===== src/rtl/fir_coeff_loader.sv =====
// Run-time coefficient loader: stages the unique half of a symmetric FIR set, mirrors it, swaps on clk_ena.
// Latency: swap on the first clk_ena edge after the last word (earliest next edge); swap_done/len_err registered.
// Backpressure: load_ready drops while a complete set waits for its swap and while reset is high.
module fir_coeff_loader #(
    parameter int COEFF_W    = 18,
    parameter int NUM_UNIQUE = 4
) (
    input  logic                              clock,
    input  logic                              reset,
    input  logic                              clk_ena,
    input  logic                              load_valid,
    output logic                              load_ready,
    input  logic [COEFF_W-1:0]                load_data,
    input  logic                              load_last,
    output logic [2*NUM_UNIQUE*COEFF_W-1:0]   coeffs,
    output logic                              busy,
    output logic                              swap_done,
    output logic                              len_err
);

    localparam int IDX_W = (NUM_UNIQUE > 1) ? $clog2(NUM_UNIQUE) : 1;
    localparam logic [IDX_W-1:0] IDX_LAST = IDX_W'(NUM_UNIQUE - 1);

    typedef enum logic [1:0] {
        S_IDLE,
        S_LOAD,
        S_COMMIT
    } state_t;

    state_t             state_q, state_d;
    logic [IDX_W-1:0]   idx_q, idx_d;
    logic [COEFF_W-1:0] shadow_q [NUM_UNIQUE];
    logic [COEFF_W-1:0] shadow_d [NUM_UNIQUE];
    logic [COEFF_W-1:0] active_q [NUM_UNIQUE];
    logic [COEFF_W-1:0] active_d [NUM_UNIQUE];
    logic               swap_done_q, swap_done_d;
    logic               len_err_q, len_err_d;
    logic               xfer;

    assign load_ready = !reset && (state_q != S_COMMIT);
    assign xfer       = load_valid && load_ready;
    assign busy       = (state_q != S_IDLE);
    assign swap_done  = swap_done_q;
    assign len_err    = len_err_q;

    always_comb begin
        state_d     = state_q;
        idx_d       = idx_q;
        shadow_d    = shadow_q;
        active_d    = active_q;
        swap_done_d = 1'b0;
        len_err_d   = 1'b0;
        case (state_q)
            S_IDLE: begin
                if (xfer) begin
                    shadow_d[0] = load_data;
                    if (NUM_UNIQUE == 1) begin
                        if (load_last) state_d = S_COMMIT;
                        else           len_err_d = 1'b1;
                    end else if (load_last) begin
                        len_err_d = 1'b1;
                    end else begin
                        idx_d   = IDX_W'(1);
                        state_d = S_LOAD;
                    end
                end
            end
            S_LOAD: begin
                if (xfer) begin
                    shadow_d[idx_q] = load_data;
                    if (idx_q == IDX_LAST) begin
                        idx_d = '0;
                        if (load_last) begin
                            state_d = S_COMMIT;
                        end else begin
                            len_err_d = 1'b1;
                            state_d   = S_IDLE;
                        end
                    end else if (load_last) begin
                        idx_d     = '0;
                        len_err_d = 1'b1;
                        state_d   = S_IDLE;
                    end else begin
                        idx_d = idx_q + IDX_W'(1);
                    end
                end
            end
            S_COMMIT: begin
                // Swap only on a sample boundary so no sample sees a mixed set.
                if (clk_ena) begin
                    active_d    = shadow_q;
                    swap_done_d = 1'b1;
                    state_d     = S_IDLE;
                end
            end
            default: state_d = S_IDLE;
        endcase
    end

    always_ff @(posedge clock) begin
        if (reset) begin
            state_q     <= S_IDLE;
            idx_q       <= '0;
            swap_done_q <= 1'b0;
            len_err_q   <= 1'b0;
            for (int i = 0; i < NUM_UNIQUE; i++) begin
                shadow_q[i] <= '0;
                active_q[i] <= '0;
            end
        end else begin
            state_q     <= state_d;
            idx_q       <= idx_d;
            swap_done_q <= swap_done_d;
            len_err_q   <= len_err_d;
            shadow_q    <= shadow_d;
            active_q    <= active_d;
        end
    end

    // Symmetric taps: the upper half mirrors the lower half.
    for (genvar k = 0; k < 2 * NUM_UNIQUE; k++) begin : g_tap
        if (k < NUM_UNIQUE) begin : g_lo
            assign coeffs[k*COEFF_W +: COEFF_W] = active_q[k];
        end else begin : g_hi
            assign coeffs[k*COEFF_W +: COEFF_W] = active_q[2*NUM_UNIQUE-1-k];
        end
    end

endmodule


===== config.mk =====
export PLATFORM = sky130hd
export DESIGN_NAME = fir_coeff_loader
export DESIGN_NICKNAME = d
export VERILOG_FILES = /design/src/rtl/fir_coeff_loader.sv
export SDC_FILE = /design/constraint.sdc
export NUM_CORES = 1
export LEC_CHECK = 0
export CORE_MARGIN = 4
export CORE_UTILIZATION = 45
export CTS_BUF_LIST = sky130_fd_sc_hd__clkbuf_8
export DETAILED_ROUTE_END_ITERATION = 8
export PLACE_DENSITY = 0.79
export SYNTH_ARGS = -nofsm -noshare
export SYNTH_HDL_FRONTEND = slang
export SYNTH_SLANG_ARGS = --single-unit

===== constraint.sdc =====
create_clock -name clock -period 1.9 [get_ports clock]
set_input_delay 0.285 -clock clock [delete_from_list [all_inputs] [get_ports clock]]
set_output_delay 0.285 -clock clock [all_outputs]
set_load 0.05 [all_outputs]

==> impl_metrics.yaml <==
run_status:
  status: "completed"
finish:
  final_common_cell: "dfxtp_1"
  drive_above_1_share: 0.08209
  nets: 820
  n_antenna_cell: 0
  synthToLayoutAreaGrowth_pct: 25.78
  final_cell_mix: "dfxtp_1 (149), nand2_1 (145), dlygate4sd2_1 (144), a21oi_1 (130), nand2b_1 (56)"
  fillers: 1232
  finalCoreUtilization: 0.5840
clock_tree:
  postCtsSetupBuffers: 0
  cts-root-buf: "clkbuf_8"
  clk_path_buf_depth: 2
  cts_tree: "yes"
  h-tree-depth: 4
  holdBufCountCts: 0
  path_clk_slew_ns: 0.08
  insertion_delay_ns: 0.44
  cts_buffers: 17
  cts.sinks: 150
floorplanning:
  start_util: 0.4643
  die_w_um: 125.6
  die_area_um2: 15770
  rows: 42
  pin_count: 171
  coreArea_um2: 13400
  fp.dieH_um: 125.6
placed_design:
  place_congestion: 0.7503
  hpwl_um: 10620
  port-buffer-count: 170
pwr:
  netSwitchingPower_uw: 1413
  power.share.clock: 0.437
  internal-power_uw: 4769
  p_per_area_nw_per_um2: 789.9
  switching_share: 0.2285
  p_seq_frac: 0.517
  pwr-share-comb: 0.046
  ir_drop_mv: 0.4269
  p_leak_uw: 0.003530
global_route:
  track_usage: 0.1931
  grt_overflow: 0
  grt_max_degree: 56
  grt_pass1_wl_um: 24940
  grt_pass1_vias: 4939
  antenna_found_initial: 0
drt:
  totalWireLength_um: 15270
  dr.first_iter.drc_count: 370
  first_pass_iters: 5
  antenna_left: 0
  wl_per_cell_um: 15.58
  drc: 0
  routed_via_density: 5.143
  vias: 5040
critical_path:
  critPathMaxFanout: 10
  path_class: "reg2out"
  cp.required_ns: 1.62
  crit_path_end_kind: "output pin"
  worstSetupStartpointType: "flop"
  arrival_ns: 1.40
sta:
  grt_setup_unrepaired: "false"
  tightest_slew_ns: 0.5156
  slew_headroom: 0.6577
  hold_viol_final: 0
  period_needed_ns: 1.681
  finalClockSkew_ns: 0.01077
  setup_viol: 0
  finalCritPeriodShare: 0.8845
  fmax_ghz: 0.5950
  final-max-slew-violation-count: 0
  finalSetupTns_ns: 0
run:
  maxCapViolations: 0
min_path:
  hold_path_class: "in2reg"
synth:
  yosysSeqAreaShare: 0.4826
  synth_fp_nets: 747
  synth_area_leaders: "dfxtp_1 (48%), a21oi_1 (10%), buf_4 (8.9%)"
  synth_area_leader_cell: "dfxtp_1"
  synth_top_area_frac: 0.4826
  avgSynthCellArea_um2: 8.666
  synth_cell_types: 27
  ys_ff_latch: 150
  synthCells: 718
  ys_warn_count: 0
  netlist_area_um2: 6222
[area by class of cell]
type                    count  area, um^2  share of cell area
multi-input cells         429        2399              0.3065
flip-flops and latches    150        3004              0.3839
well taps                 176       220.2             0.02814
clock buffers              18       247.7             0.03165
inverters                   7       26.28            0.003357
repair buffers            186        1727              0.2206
clock inverters            14       202.7             0.02590
[repair_timing]
action | CTS | global route
endpoints found under the setup margin | 145 | 3
gates resized for setup | 144 | 3
pin swaps | 0 | 0
[metrics by stage]
step                      std cells  setup WS [ns]  hold slack (ns)  cell area [um^2]  total power [uW]
final                           980         0.2194           0.1748              7826              6182
after CTS                       980       0.001979           0.1461              7820              6226
after detailed placement        948       -0.02028           0.4452              7550              3548
after floorplan                 718        0.09926           0.4176              6222              3415
after global placement          948        0.03486           0.4439              7550              3540
after global routing            980         0.1169           0.1558              7826              6389
[worst max-delay path: stages (launching register included)]
cell     delay, ns
dfxtp_2       0.44
inv_1         0.10
a21oi_1       0.24
buf_12        0.17
[cell usage after synthesis, drive strengths merged]
cell type,n
nor2b,2
nand3b,2
a31oi,2
nor3b,2
nor2,3
clkbuf,33
ha,6
and3b,1
or4,1
nand2b,56
a21oi,130
inv,7
or3b,1
buf,99
o21ai,2
o31a,1
a311o,1
o211ai,1
nand2,145
dfxtp,150
a22o,18
a31o,54
and4bb,1
[power groups by stage]
stage / clock, uW / sequential, uW / combinational, uW
2_1_floorplan: 0 / 3260 / 154
3_3_place_gp: 0 / 3260 / 275
3_5_place_dp: 0 / 3270 / 283
4_1_cts: 2750 / 3190 / 284
5_1_grt: 2890 / 3200 / 305
6_report: 2700 / 3190 / 284
[flip-flops by register name, summed over array words and instances (netlist names)]
name,count
idx_q,2
swap_done,1
shadow_q,72
coeffs,72
len_err,1
state_q,2
[per-layer routing]
metal	share of wire	vias up	track usage
li1	-	2485	-
met1	0.43	2350	0.2444
met2	0.48	183	0.3191
met3	0.072	22	0.05330
met4	0.020	0	0.06378
met5	0	-	0
[cells by family (layout without fill, tap and decap cells)]
family | Yosys count | in the layout | share of synthesized area
compound gates | 209 | 209 | 0.2138
fa+ha+maj | 6 | 6 | 0.01206
simple gates | 214 | 214 | 0.1589
buf+inv | 139 | 225 | 0.1327
flops | 150 | 150 | 0.4826
[final timing paths]
check,to,depth (start not counted),start,slack (ns)
hold / removal,len_err,3,reset,0.17
setup / recovery,load_ready,3,state_q[0],0.22
hold reg to reg,coeffs[38],2,shadow_q[20],0.45
setup reg to reg,idx_q[1],3,state_q[1],0.30
No activity file was read; power rests on OpenSTA's default activity.
